==> config.mk <==
export PLATFORM = sky130hd
export DESIGN_NAME = div_32by16_seq_flat
export DESIGN_NICKNAME = d
export VERILOG_FILES = /design/src/rtl/div_pkg.sv /design/src/rtl/div_32by16_seq_if.sv /design/src/rtl/div_step.sv /design/src/rtl/div_32by16_seq.sv /design/src/flat_wrapper.sv
export SDC_FILE = /design/constraint.sdc
export NUM_CORES = 1
export LEC_CHECK = 0
export BUFFER_PORTS_ARGS = -buffer_cell sky130_fd_sc_hd__buf_2
export CELL_PAD_IN_SITES_DETAIL_PLACEMENT = 0
export CELL_PAD_IN_SITES_GLOBAL_PLACEMENT = 2
export CORE_MARGIN = 10
export CORE_UTILIZATION = 35
export DETAILED_ROUTE_END_ITERATION = 10
export PLACE_DENSITY_LB_ADDON = 0.1
export SLEW_MARGIN = 20
export SYNTH_ARGS = -nofsm -noshare
export SYNTH_HDL_FRONTEND = slang
export SYNTH_SLANG_ARGS = --single-unit
==> constraint.sdc <==
create_clock -name clk -period 6.2 [get_ports clk]
set_input_delay 0.93 -clock clk [delete_from_list [all_inputs] [get_ports clk]]
set_output_delay 0.93 -clock clk [all_outputs]
set_load 0.05 [all_outputs]
==> src/rtl/div_pkg.sv <==
// Shared definitions for the sequential 32-by-16 restoring divider.
//   N       : divisor / quotient / remainder width (dividend is 2*N bits)
//   CW      : width of the step counter that counts the N restoring steps
//   state_t : controller states, also exported on the debug port
package div_pkg;
  localparam int N  = 16;
  localparam int CW = $clog2(N);

  typedef enum logic [1:0] {
    IDLE = 2'd0,
    CALC = 2'd1,
    DONE = 2'd2
  } state_t;
endpackage

==> src/rtl/div_32by16_seq_if.sv <==
// Operand/result bus of the divider.
// Handshake rules, identical on both ends: a transfer happens at a rising clock
// edge where valid and ready are both high. The producer holds its data stable
// while valid is high and ready is low; the consumer may drive ready at any time.
//   in_valid / in_ready   : operand channel (dividend, divisor)
//   out_valid / out_ready : result channel (quotient, remainder, ovf, dbz)
// Modports: master = operand producer and result consumer, slave = the divider.
interface div_32by16_seq_if;
  import div_pkg::*;

  logic               in_valid;
  logic               in_ready;
  logic [2*N-1:0]     dividend;
  logic [N-1:0]       divisor;
  logic               out_valid;
  logic               out_ready;
  logic [N-1:0]       quotient;
  logic [N-1:0]       remainder;
  logic               ovf;
  logic               dbz;

  modport master (
    output in_valid, dividend, divisor, out_ready,
    input  in_ready, out_valid, quotient, remainder, ovf, dbz
  );

  modport slave (
    input  in_valid, dividend, divisor, out_ready,
    output in_ready, out_valid, quotient, remainder, ovf, dbz
  );
endinterface

==> src/rtl/div_step.sv <==
// One combinational restoring-division step.
//   r       : partial remainder before the step (always < divisor)
//   bit_in  : next dividend bit shifted into the remainder
//   divisor : divisor
//   r_next  : partial remainder after the step
//   q_bit   : quotient bit produced by this step
module div_step
  import div_pkg::*;
(
  input  logic [N-1:0] r,
  input  logic         bit_in,
  input  logic [N-1:0] divisor,
  output logic [N-1:0] r_next,
  output logic         q_bit
);
  logic [N:0]   shifted;
  logic [N-1:0] trial;

  assign shifted = {r, bit_in};
  // Because r < divisor, shifted < 2*divisor, so whenever the subtraction
  // succeeds its result fits in N bits and the low N bits are exact.
  assign trial   = shifted[N-1:0] - divisor;
  assign q_bit   = (shifted >= {1'b0, divisor});
  assign r_next  = q_bit ? trial : shifted[N-1:0];
endmodule

==> src/rtl/div_32by16_seq.sv <==
// Sequential restoring divider: 2N-bit dividend / N-bit divisor -> N-bit
// quotient and remainder, one quotient bit per clock.
//   clk       : clock, all state on the rising edge
//   rst       : synchronous active-high reset
//   bus       : operand/result handshake bus (slave side)
//   state_dbg : current controller state
// Divide-by-zero and quotient overflow are detected at acceptance and skip the
// iteration entirely; the result then appears at the accepting edge.
module div_32by16_seq
  import div_pkg::*;
(
  input  logic                 clk,
  input  logic                 rst,
  div_32by16_seq_if.slave      bus,
  output state_t               state_dbg
);
  state_t         state, next_state;
  logic           accept, calc_last;
  logic           in_dbz, in_ovf;

  logic [N-1:0]   r_q;        // partial remainder
  logic [N-1:0]   q_q;        // low dividend bits shifting out, quotient bits shifting in
  logic [N-1:0]   div_q;
  logic [CW-1:0]  cnt;

  logic [N-1:0]   quotient_q, remainder_q;
  logic           ovf_q, dbz_q;

  logic [N-1:0]   step_r;
  logic           step_bit;

  div_step u_step (
    .r       (r_q),
    .bit_in  (q_q[N-1]),
    .divisor (div_q),
    .r_next  (step_r),
    .q_bit   (step_bit)
  );

  assign in_dbz = (bus.divisor == '0);
  // Quotient fits in N bits exactly when the upper dividend half is below the divisor.
  assign in_ovf = (bus.dividend[2*N-1:N] >= bus.divisor);

  always_ff @(posedge clk) begin
    if (rst) state <= IDLE;
    else     state <= next_state;
  end

  always_comb begin
    next_state = state;
    accept     = 1'b0;
    calc_last  = 1'b0;
    case (state)
      IDLE: begin
        if (bus.in_valid) begin
          accept     = 1'b1;
          next_state = (in_dbz || in_ovf) ? DONE : CALC;
        end
      end
      CALC: begin
        if (cnt == CW'(N - 1)) begin
          calc_last  = 1'b1;
          next_state = DONE;
        end
      end
      DONE: begin
        if (bus.out_ready) next_state = IDLE;
      end
      default: next_state = IDLE;
    endcase
  end

  always_ff @(posedge clk) begin
    if (rst) begin
      r_q         <= '0;
      q_q         <= '0;
      div_q       <= '0;
      cnt         <= '0;
      quotient_q  <= '0;
      remainder_q <= '0;
      ovf_q       <= 1'b0;
      dbz_q       <= 1'b0;
    end else if (accept) begin
      r_q   <= bus.dividend[2*N-1:N];
      q_q   <= bus.dividend[N-1:0];
      div_q <= bus.divisor;
      cnt   <= '0;
      if (in_dbz) begin
        dbz_q       <= 1'b1;
        ovf_q       <= 1'b0;
        quotient_q  <= '1;
        remainder_q <= '0;
      end else if (in_ovf) begin
        dbz_q       <= 1'b0;
        ovf_q       <= 1'b1;
        quotient_q  <= '1;
        remainder_q <= '0;
      end
    end else if (state == CALC) begin
      r_q <= step_r;
      q_q <= {q_q[N-2:0], step_bit};
      cnt <= cnt + CW'(1);
      if (calc_last) begin
        quotient_q  <= {q_q[N-2:0], step_bit};
        remainder_q <= step_r;
        ovf_q       <= 1'b0;
        dbz_q       <= 1'b0;
      end
    end
  end

  assign bus.in_ready  = (state == IDLE);
  assign bus.out_valid = (state == DONE);
  assign bus.quotient  = quotient_q;
  assign bus.remainder = remainder_q;
  assign bus.ovf       = ovf_q;
  assign bus.dbz       = dbz_q;
  assign state_dbg     = state;
endmodule

==> src/flat_wrapper.sv <==
// flat-port wrapper written by rule: the top's interface ports become plain ports
module div_32by16_seq_flat import div_pkg::*;
  (clk, rst, state_dbg, bus_in_valid, bus_dividend, bus_divisor, bus_out_ready, bus_in_ready, bus_out_valid, bus_quotient, bus_remainder, bus_ovf, bus_dbz);
  div_32by16_seq_if bus_i ();
  input  logic clk;
  input  logic rst;
  output state_t state_dbg;
  input wire logic [$bits(bus_i.in_valid)-1:0] bus_in_valid;
  input wire logic [$bits(bus_i.dividend)-1:0] bus_dividend;
  input wire logic [$bits(bus_i.divisor)-1:0] bus_divisor;
  input wire logic [$bits(bus_i.out_ready)-1:0] bus_out_ready;
  output wire logic [$bits(bus_i.in_ready)-1:0] bus_in_ready;
  output wire logic [$bits(bus_i.out_valid)-1:0] bus_out_valid;
  output wire logic [$bits(bus_i.quotient)-1:0] bus_quotient;
  output wire logic [$bits(bus_i.remainder)-1:0] bus_remainder;
  output wire logic [$bits(bus_i.ovf)-1:0] bus_ovf;
  output wire logic [$bits(bus_i.dbz)-1:0] bus_dbz;
  assign bus_i.in_valid = bus_in_valid;
  assign bus_i.dividend = bus_dividend;
  assign bus_i.divisor = bus_divisor;
  assign bus_i.out_ready = bus_out_ready;
  assign bus_in_ready = bus_i.in_ready;
  assign bus_out_valid = bus_i.out_valid;
  assign bus_quotient = bus_i.quotient;
  assign bus_remainder = bus_i.remainder;
  assign bus_ovf = bus_i.ovf;
  assign bus_dbz = bus_i.dbz;
  div_32by16_seq u_core (.clk(clk), .rst(rst), .bus(bus_i), .state_dbg(state_dbg));
endmodule
After elaboration in Yosys (flattened, before gate mapping)
Index checks and enable logic that the tools add are counted.
Widths: inputs -> output; s select.
Cells by class
  $add $sub $neg: 2
  magnitude comparators: 2
  equal/unequal tests: 7
  multiplexer cells: 32
  reduce and logical (&&, ||, !) cells: 8
Operator list (count)
  $mux 16: 15
  $ge 17x16->1: 1
  $ge 16x16->1: 1
  $logic_not 16->1: 1
  $sub 16x16->16: 1
  $mux 1: 12
  $mux 2: 4
  $pmux 2 s3: 1
  $reduce_and 3->1: 2
  $add 4x1->4 const B: 1
  $eq 4x4->1 const B: 1
  $ne 2x2->1 const B: 2
  $reduce_bool 2->1: 2
  $ne 3x3->1 const B: 1
  $eq 2x1->1 const B: 1
  $eq 2x2->1 const B: 1
  $logic_not 2->1: 1
  $ne 2x1->1 const B: 1
  $reduce_or 2->1: 1
  $logic_or 1x1->1: 1
Word-level totals
  register bits: 88
  word-level logic and storage cells: 60

Logic depth before layout (Yosys ltp)
Gate-level depths: netlist of the first run.
  depth after elaboration: 6
  gate-level depth with buffers: 12
  depth with buffers taken out: 12

Modules after synthesis
Synthesis of the first run repeated with hierarchy kept, for this count alone.
Unflattened totals
  cells, all modules: 652
  area total of the unflattened synthesis: 5261.3 µm²
By module, submodules not included
  div_32by16_seq: instances 1, cells each 496, area each 4096.4 µm², seq. area each 1761.7 µm²
  div_step: instances 1, cells each 156, area each 1164.9 µm², seq. area each 0.0 µm²

Worst setup path after synthesis of the first run
Ideal clock, no wire load.
  path kind: in2reg
  from: input bus_dividend[16]
  to: register u_core.quotient_q[10], in the netlist u_core.bus.quotient[10]
  setup time: 0.119 ns
  data arrival time: 2.757 ns
  data required time: 6.081 ns
  setup slack: 3.324 ns
  stages on the path: 11
  path buffers: 1
  path through: inv_1 > ha_1 > nand2b_1 > a211o_1 > a21oi_1 > o211a_1 > o21ai_1 > a31oi_2 > nand2_1 > buf_2 > o221a_2
On the way
  word-level cells in the longest chain between the ends: 3
Ends and longest elaborated chain
  from (decl): line flat_wrapper.sv:9  | input wire logic [$bits(bus_i.dividend)-1:0] bus_dividend;
  $ge 16x16->1: line div_32by16_seq.sv:42  | assign in_ovf = (bus.dividend[2*N-1:N] >= bus.divisor);
  $ne 3x3->1 (no source line)
  $reduce_and 3->1 (no source line)
  to (signal assigned): line div_32by16_seq.sv:104  | quotient_q <= {q_q[N-2:0], step_bit};
  to (decl): line div_32by16_seq.sv:26  | logic [N-1:0] quotient_q, remainder_q;
No other way between the ends.
A chain may end at the register's enable or synchronous reset.

Worst setup path after layout of the first run
  from: input bus_divisor[9]
  to: register u_core.remainder_q[3], in the netlist u_core.bus.remainder[3]
On the way
  word-level cells in the longest chain between the ends: 3
  elaborated cells between the ends (all ways): 6
Ends and longest elaborated chain
  from (decl): line flat_wrapper.sv:10  | input wire logic [$bits(bus_i.divisor)-1:0] bus_divisor;
  $ge 16x16->1 or $logic_not 16->1 (tied branches): line div_32by16_seq.sv:42, div_32by16_seq.sv:40
  $ne 3x3->1 (no source line) or $mux 16 (tied branches)
  $reduce_and 3->1 (no source line) or $mux 16 (tied branches)
  to (signal assigned): line div_32by16_seq.sv:105  | remainder_q <= step_r;
  to (decl): line div_32by16_seq.sv:26
Several ways; a longest one is shown, not always the timed one.

==> metrics, run 1 <==
Adder-Cell Fraction of Synth Area=8.971%; final hold slack=~460 ps; Lkg Pwr=2.414 nW; busiest grt layer=met2; Detailed Routing Iterations Pass 1=5; most frequent cell after synthesis=dfxtp_1; antenna viol nets, final=0; first-pass GRT wire length=roughly 24 mm; met1 Track Usage GR=about a fifth; Slew headroom=around 41%; syn_area_per_cell=between 8 and 9 µm²; Rows=42; TNS Setup=0 ps; routed len/inst=between 15 and 20 µm; achievable clock frequency=about 270 MHz; CTS Buffer Depth=2; DR vias/cell=5.356; largest family of logic cells by synthesized area=compound AO/OA/AOI/OAI gates; Crit Path Category=in -> reg; VDD IR max=147.9 µV; CP max FO=31; #FFs+latches synth=a little under 90; post-synthesis mux area share=~1.7%; startpoint types=input pin; num ports=90; final setup fails=0; Pwr per Cell Area=approximately 340 nW/µm²; final worst setup slack=roughly 2600 ps; Layout area overhead=17.47%; Slew @ Worst Pin=around 890 ps; skew final=between 9 and 10 ps; Core Footprint=13400 µm²; met2 Track Usage GR=25.49%; Final Hold Vio Count=0; Post-Syn Area=~4800 µm²; Period minus WS final=~3600 ps; Req. time, crit path=about 6400 ps; XOR/XNOR Fraction of Synth Area=2.359%; Clock transition at path regs=70 ps; H-tree depth=3; Die Wd=~140 µm; post-synthesis compound-gate area fraction=25.10%; outcome=completed; sequential area share after synthesis=between 30% and 40%; HPWL Detailed=between 10 and 15 mm; initial antenna violation count=0; Distinct cells, synth=56; CTS tree=built; number of max-cap violations=0; simple-gate share of the synthesized area=17.24%; Layout Nets=between 700 and 800; Mapped Cells=approximately 580; All-Layer GR Usage=16.04%; synth cell count leaders=dfxtp_1, nand2_1, inv_1; Placement Cell Area=5376 µm²; pre-CTS WS=approximately 1800 ps; Hold Crit Class=reg -> reg; vias in the first global route=about 4400; top cells by area, synth=dfxtp_1, ha_1, nand2_1, inv_1, a21oi_1; largest net degree at the start of global routing=between 70 and 80; Post-synth ARST share=0%; share of cells above drive strength 1=approximately a fifth; Worst Setup End Kind=flip-flop; diodes inserted=0; number of hold buffers added after cts=0; post-layout util=between 40% and 50%; global placer's final weighted congestion=~0.84; post-CTS setup buffers=0; total die area=about 19000 µm²; design area=5669 µm²; post-synth top area share=roughly 37%; total number of vias=roughly 4500; Root Driver=clkbuf_16; fin crit share=between 50% and 60%; I/O Buffers=89; Yosys top cell by area=dfxtp_1; EDFF count, synth=0; TritonCTS buffer count=9; CTS resizes=0; later-pin clock latency in the skew report=350 ps; GRT met3 Usage=under 10%; unrepaired setup endpoints after global routing=false; Top FF cell, synth=dfxtp_1; DRT iter0 DRCs=268; Congestion Overflow GR=0; drt drc=0; initial core utilization=between 30% and 40%; die height=~140 µm; # clock sinks=between 80 and 90; syn_nets=about 670; Final Max Slew Viols=0; Critical Path AT=roughly 3900 ps; Yosys Warn Count=0; DRT Wirelength=15.09 mm
-- power breakdown --
group	internal [W]	switching (W)
Combinational	0.000268	0.000456
Clock	0.000288	0.000248
Sequential	0.000616	0.0000387
-- per-stage QoR --
step	power (W)	std cells
after floorplan	0.001215	583
after global placement	0.001398	815
after detailed placement	0.001399	815
after CTS	0.001940	831
after global routing	0.002038	831
final	0.001914	831
-- sequential cells by signal, summed over array words and instances, names as in the netlist --
signal / count
u_core.bus.dbz: 1
u_core.bus.ovf: 1
u_core.bus.quotient: 16
u_core.bus.remainder: 16
u_core.cnt: 4
u_core.div_q: 16
u_core.q_q: 16
u_core.r_q: 16
u_core.state_dbg: 2
-- layout make-up --
cell class / instances / area, µm²
clock buffer: 10 / 239.0
clock inverter: 6 / 51.30
fill: 1399 / 7731
inverter: 58 / 217.7
multi-input combinational: 397 / 2681
sequential: 88 / 1762
tap: 176 / 220.2
timing repair buffer: 96 / 498.0
-- cells by family after synthesis --
family                   Yosys count
AND/OR/NAND/NOR                  184
AO/OA/AOI/OAI                    158
buffers and inverters             98
flip-flops                        88
adder cells (fa/ha/maj)           34
XOR/XNOR                          13
multiplexers                       8
-- worst paths after layout --
check / start / to / slack (ps) / cells after the start
hold reg to reg: u_core.div_q[14] / u_core.div_q[14] / 460 / 2
hold / removal: u_core.div_q[14] / u_core.div_q[14] / 460 / 2
setup reg to reg: u_core.div_q[6] / u_core.r_q[9] / 2890 / 11
setup / recovery: bus_divisor[9] / u_core.bus.remainder[3] / 2560 / 9
-- worst max-delay path, stage by stage --
cell       delay, ps
buf_2            100
inv_1             40
ha_1             300
a2111oi_1        830
o211a_1          330
o21ai_1          120
a31oi_2          360
nand2_2          430
o32ai_1          420
-- placed cells by master, fill, tap and decap left out, drive strengths merged, types with 7 or more instances in the layout --
cell and instances:
a211oi 7, a21oi 40, a22oi 12, a311oi 17, buf 96, clkbuf 10, dfxtp 88, ha 33
inv 60, mux2i 8, nand2 87, nand2b 8, nor2 42, nor3 10, o21ai 7, o221a 15
o22ai 10, o32ai 14, xor2 8
-- layer usage --
metal  part of all wire (%)  up-vias  wire [µm]
met4                    1.3        0        202
met1                     48     2113       7201
met2                     45      108       6777
met3                    6.0       13        908
li1                       -     2217          -
met5                      0        -          0
No activity file was read; power rests on OpenSTA's default activity.
==> run 2: changes to the inputs <==
CORE_UTILIZATION = 33   (was 35)
clock period = 3.8 ns   (was 6.2 ns; I/O delays follow)
==> metrics, run 2 (synthesis gave the netlist of run 1 again) <==
drt drc=0 (unchanged); Slew headroom=41.00% (+0.31 points); Critical Path Max Stage Delay=700 ps (-130 ps); CTS tree=built; num ports=90 (unchanged); Critical Path AT=3280 ps (-600 ps); VDD IR max=268.3 µV (+81%); Layout area overhead=18.25%; total number of vias=4499 (+1.1%); Critical Path Stages=10 (+1); Final Max Slew Viols=0 (unchanged); Post-Layout Cell Count=842 (+1.3%); Met3 Wirelength=840 µm (-7.5%); initial antenna violation count=0 (unchanged); DR WL met2=6.670 mm (-1.6%); H-tree depth=3 (unchanged); Final Hold Vio Count=0 (unchanged); fin crit share=between 80% and 90%; most frequent cells in the layout=buf_2, dfxtp_1, nand2_1; die height=140.9 µm (+2.6%); worst r2r src=u_core.div_q[6]; Net Sw Frac=38.90% (+0.12 points); Slew @ Worst Pin=882.7 ps (-4.622 ps); Lkg Pwr=2.440 nW (+1.1%); outcome=completed; R2R Path End=u_core.r_q[1]; Worst Setup End Kind=flip-flop; hold_sp=u_core.div_q[1]; HPWL Detailed=11.32 mm (+3.4%); later-pin clock latency in the skew report=350 ps (about the same); Pwr per Cell Area=553.4 nW/µm² (+64%); Reg2Reg Setup Slack=710 ps (-2180 ps); Congestion Overflow GR=0 (unchanged); TritonCTS buffer count=9 (unchanged); cell total after placement=826 (+1.3%); startpoint types=flip-flop; post-CTS setup buffers=0 (unchanged); TNS Setup=0 ps (unchanged); share of power burned in registers=33.9% (-0.3 points); Detailed Routing Iterations Pass 1=4 (-1); final setup fails=0 (unchanged); Root Driver=clkbuf_16; Req. time, crit path=3990 ps (-2450 ps); CP max FO=16 (-48%); Min-Delay Endpoint=u_core.div_q[1]; Pint=0.001930 W (+65%); critical path, cell by cell=inv_1, ha_1, a211oi_2, nor2_1, nor4_4, a211oi_2, o31ai_4, buf_4, mux2i_1, o22ai_1; CP max stage cell=o31ai_4; All-Layer GR Usage=15.36% (-0.68 points); achievable clock frequency=~320 MHz; first-pass GRT wire length=24.65 mm (+2.9%); DR vias/cell=5.343 (-0.24%); antenna viol nets, final=0 (unchanged); I/O Buffers=89 (unchanged); FF+latch area=1762 µm² (unchanged); skew final=5.116 ps (-4.094 ps); total power=0.003158 W (+65%); NetSw=0.001229 W (+66%); Layout Nets=739 (+0.41%); length in cells of the worst reg-to-reg path=10 (-1); initial core utilization=33.46% (-2.6 points); WL met1=7.521 mm (+4.4%); Die Wd=140.9 µm (+2.6%); commonest non-fill, non-tap cell in the layout=buf_2; DR top layer=met4; FILL cells=1535 (+9.7%); pre-CTS WS=348.3 ps (-1471 ps); share of cells above drive strength 1=21.73% (+0.36 points); Period minus WS final=slightly above 3000 ps; total die area=19860 µm² (+5.2%); routed len/inst=18.26 µm (+0.56%); Hold Path Stages=2 (unchanged); number of hold buffers added after cts=0 (unchanged); CTS resizes=0 (unchanged); Clock transition at path regs=70 ps (about the same); Core Footprint=14420 µm² (+7.6%); Comb power frac=39.1% (+1.3 points); number of max-cap violations=0 (unchanged); Hold Crit Class=reg -> reg; Clk pwr share=27.0% (-1.0 points); DRT Wirelength=15.37 mm (+1.9%); CP bufs+invs=2 (unchanged); vias in the first global route=4526 (+2.3%); global placer's final weighted congestion=0.8429 (about the same); area of the multi-input gates=2681 µm² (unchanged); unrepaired setup endpoints after global routing=false; largest net degree at the start of global routing=73 (-1.4%); Crit Path Category=reg -> reg; DRT iter0 DRCs=300 (+12%); diodes inserted=0 (unchanged); cell family with most CP delay=compound AO/OA/AOI/OAI gates; Rows=44 (+4.8%); final worst setup slack=711.0 ps (-1850 ps); # clock sinks=88 (unchanged); critical path's most frequent cell=a211oi_2; CTS Buffer Depth=2 (unchanged)
-- run 2: worst max-delay path by stage --
stage | startpoint | end
after floorplan | bus_dividend[16] | u_core.bus.quotient[10]
after global placement | bus_divisor[9] | u_core.bus.quotient[14]
after detailed placement | bus_divisor[9] | u_core.bus.quotient[14]
after CTS | bus_divisor[9] | u_core.bus.quotient[13]
after global routing | u_core.div_q[3] | u_core.bus.remainder[1]
final | u_core.div_q[6] | u_core.r_q[1]
-- run 2: metal layers --
metal / global-route usage [%] / up-vias
met3: 3.897 / 26
li1: - / 2235
met4: 5.815 / 0
met5: 0 / -
met1: 20.56 / 2130
met2: 23.13 / 108
-- run 2: final cells by class --
type	count	share of cell area [%]
Tap cell	184	4.034
Multi-Input combinational cell	397	46.99
Inverter	58	3.815
Clock buffer	10	4.188
Sequential cell	88	30.87
Timing Repair Buffer	99	9.340
Clock inverter	6	0.7674
-- run 2: worst register-to-register path: cells and delay by family, from the launching register on --
kind	cells	cell delay, ps
mux	1	280
flops	1	320
simple gates	2	330
buf+inv	2	370
compound gates	4	1220
fa+ha+maj	1	400
-- run 2: power groups by stage --
stage                     Clock (W)  Sequential, W  Combinational [W]
after floorplan                   0        0.00114           0.000842
after global placement            0        0.00109            0.00124
after detailed placement          0        0.00109            0.00124
after CTS                  0.000875        0.00107            0.00125
after global routing       0.000915        0.00108            0.00137
final                      0.000853        0.00107            0.00124
-- run 2: stage by stage --
stage                     hold WS, ps  cell area, µm²  util (%)
after CTS                       455.8            5707     39.56
after global routing            474.0            5707     39.56
final                           457.0            5707     39.56
after floorplan                 436.3            4826         -
after global placement          442.4            5420     37.58
after detailed placement        446.8            5424     37.60
==> run 3: changes to the inputs <==
clock period = 2.9 ns   (was 3.8 ns; I/O delays follow)
==> metrics, run 3 (synthesis gave the netlist of run 1 again) <==
outcome=completed; Met3 Wirelength=748 µm (-11%); critical path's most frequent cell=a211oi_2; skew final=9.688 ps (+4.572 ps); share of power burned in registers=32.3% (-1.6 points); Final Max Slew Viols=0 (unchanged); unrepaired setup endpoints after global routing=false; Critical Path Max Stage Delay=350 ps (-350 ps); num ports=90 (unchanged); global placer's final weighted congestion=0.8796 (+4.4%); DR WL met2=6.971 mm (+4.5%); Slew headroom=40.77% (-0.24 points); Root Driver=clkbuf_16; Layout area overhead=20.66%; TritonCTS buffer count=9 (unchanged); design area=5823 µm² (+2.0%); Req. time, crit path=3160 ps (-830 ps); Lkg Pwr=2.500 nW (+2.4%); H-tree depth=3 (unchanged); Post-Layout Cell Count=853 (+1.3%); number of hold buffers added after cts=0 (unchanged); Core Footprint=14420 µm² (unchanged); I/O Buffers=89 (unchanged); CP max stage cell=o31ai_4; DR vias/cell=5.275 (-1.3%); Pwr per Cell Area=743.8 nW/µm² (+34%); Critical Path AT=2950 ps (-330 ps); most frequent cells in the layout=buf_2, dfxtp_1, nand2_1; DRT Wirelength=15.70 mm (+2.1%); commonest non-fill, non-tap cell in the layout=buf_2; final setup fails=0 (unchanged); number of max-cap violations=0 (unchanged); first-pass GRT wire length=24.80 mm (+0.62%); NetSw=0.001619 W (+32%); antenna viol nets, final=0 (unchanged); drt drc=0 (unchanged); share of cells above drive strength 1=23.32% (+1.6 points); Placement Cell Area=5519 µm² (+1.8%); Net Sw Frac=37.38% (-1.5 points); DR top layer=met4; Congestion Overflow GR=0 (unchanged); Rows=44 (unchanged); CTS Buffer Depth=2 (unchanged); total number of vias=4500 (+0.022%); post-layout util=40.37% (+0.81 points); Worst Setup End Kind=flip-flop; later-pin clock latency in the skew report=350 ps (about the same); CP max FO=14 (-2); Reg2Reg Setup Slack=210 ps (-500 ps); WL met1=7.757 mm (+3.1%); # clock sinks=88 (unchanged); diodes inserted=0 (unchanged); VDD IR max=337.4 µV (+26%); Period minus WS final=2690 ps (-399.3 ps); Clk pwr share=26.7% (-0.3 points); critical path, cell by cell=inv_1, ha_2, a211oi_2, nor2_1, nor4_4, a211oi_2, o31ai_4, buf_12, mux2i_1, buf_4, nand3_1, o31ai_1; All-Layer GR Usage=15.41% (+0.046 points); DRT iter0 DRCs=256 (-15%); CTS tree=built; Detailed Routing Iterations Pass 1=5 (+1); fin crit share=92.75% (+11 points); Slew @ Worst Pin=888.5 ps (+5.794 ps); cell family with most CP delay=compound AO/OA/AOI/OAI gates; routed len/inst=18.41 µm (+0.82%); Die Wd=140.9 µm (unchanged); Final Hold Vio Count=0 (unchanged); total power=0.004331 W (+37%); Layout Nets=751 (+1.6%); CP bufs+invs=3 (+1); Hold Crit Class=in -> reg; Comb power frac=41.0% (+1.9 points); Crit Path Category=reg -> reg; total die area=19860 µm² (unchanged); vias in the first global route=4476 (-1.1%); Clock transition at path regs=70 ps (about the same); initial core utilization=33.46% (unchanged); die height=140.9 µm (unchanged); Pint=0.002712 W (+41%); HPWL Detailed=11.41 mm (+0.83%); startpoint types=flip-flop; cell total after placement=837 (+1.3%); achievable clock frequency=371.8 MHz (+15%); initial antenna violation count=0 (unchanged); largest net degree at the start of global routing=73 (unchanged)
-- run 3: changes by cell type in the layout (fill, tap and decap cells not counted), sizes merged --
| cell | before | now |
|---|---|---|
| buf | 99 | 111 |
| bufinv | 0 | 1 |
| clkinv | 4 | 2 |
-- run 3: worst reg2reg max path: stages, from the launching register on --
cell and delay, ps:
dfxtp_1 330, inv_1 50, ha_2 340, a211oi_2 250, nor2_1 120, nor4_4 220
a211oi_2 160, o31ai_4 350, buf_12 190, mux2i_1 250, buf_4 160, nand3_1 80
o31ai_1 110
-- run 3: final timing paths --
check                   startpoint                      end  cells past startpoint
hold / removal      bus_divisor[4]          u_core.div_q[4]                      3
hold reg to reg   u_core.div_q[15]         u_core.div_q[15]                      2
setup / recovery   u_core.div_q[6]  u_core.bus.remainder[9]                     12
setup reg to reg   u_core.div_q[6]  u_core.bus.remainder[9]                     12
-- run 3: layout make-up --
cell class / count / area [µm²]
Timing Repair Buffer: 111 / 635.6
Fill cell: 1518 / 8601
Clock inverter: 5 / 56.30
Inverter: 58 / 217.7
Multi-Input combinational cell: 397 / 2693
Tap cell: 184 / 230.2
Sequential cell: 88 / 1762
Clock buffer: 10 / 229.0
-- run 3: power by group through the flow --
stage                     sequential [W]  combinational, W  clock [W]
after CTS                        0.00140           0.00177    0.00119
after global routing             0.00142           0.00194    0.00123
final                            0.00140           0.00177    0.00116
after detailed placement         0.00142           0.00176          0
after global placement           0.00143           0.00176          0
after floorplan                  0.00150           0.00110          0
-- run 3: timing repair --
item,in CTS,in global routing
gates resized for setup,0,3
setup buffers,0,1
setup endpoints to repair,0,7
endpoints found under the hold margin,0,0
-- run 3: per-layer routing --
layer / up-vias / track usage (%)
met5: - / 0
met4: 0 / 4.837
met3: 10 / 3.124
met2: 107 / 23.72
met1: 2139 / 21.03
li1: 2244 / -
-- run 3: stage by stage --
step	hold slack [ps]	setup TNS [ps]	worst slack, ps
after detailed placement	447.0	-8198	-288.8
after floorplan	436.3	0	518.8
final	343.6	0	210.3
after global placement	444.5	-15620	-498.0
after global routing	356.4	0	7.689
after CTS	335.2	0	73.80
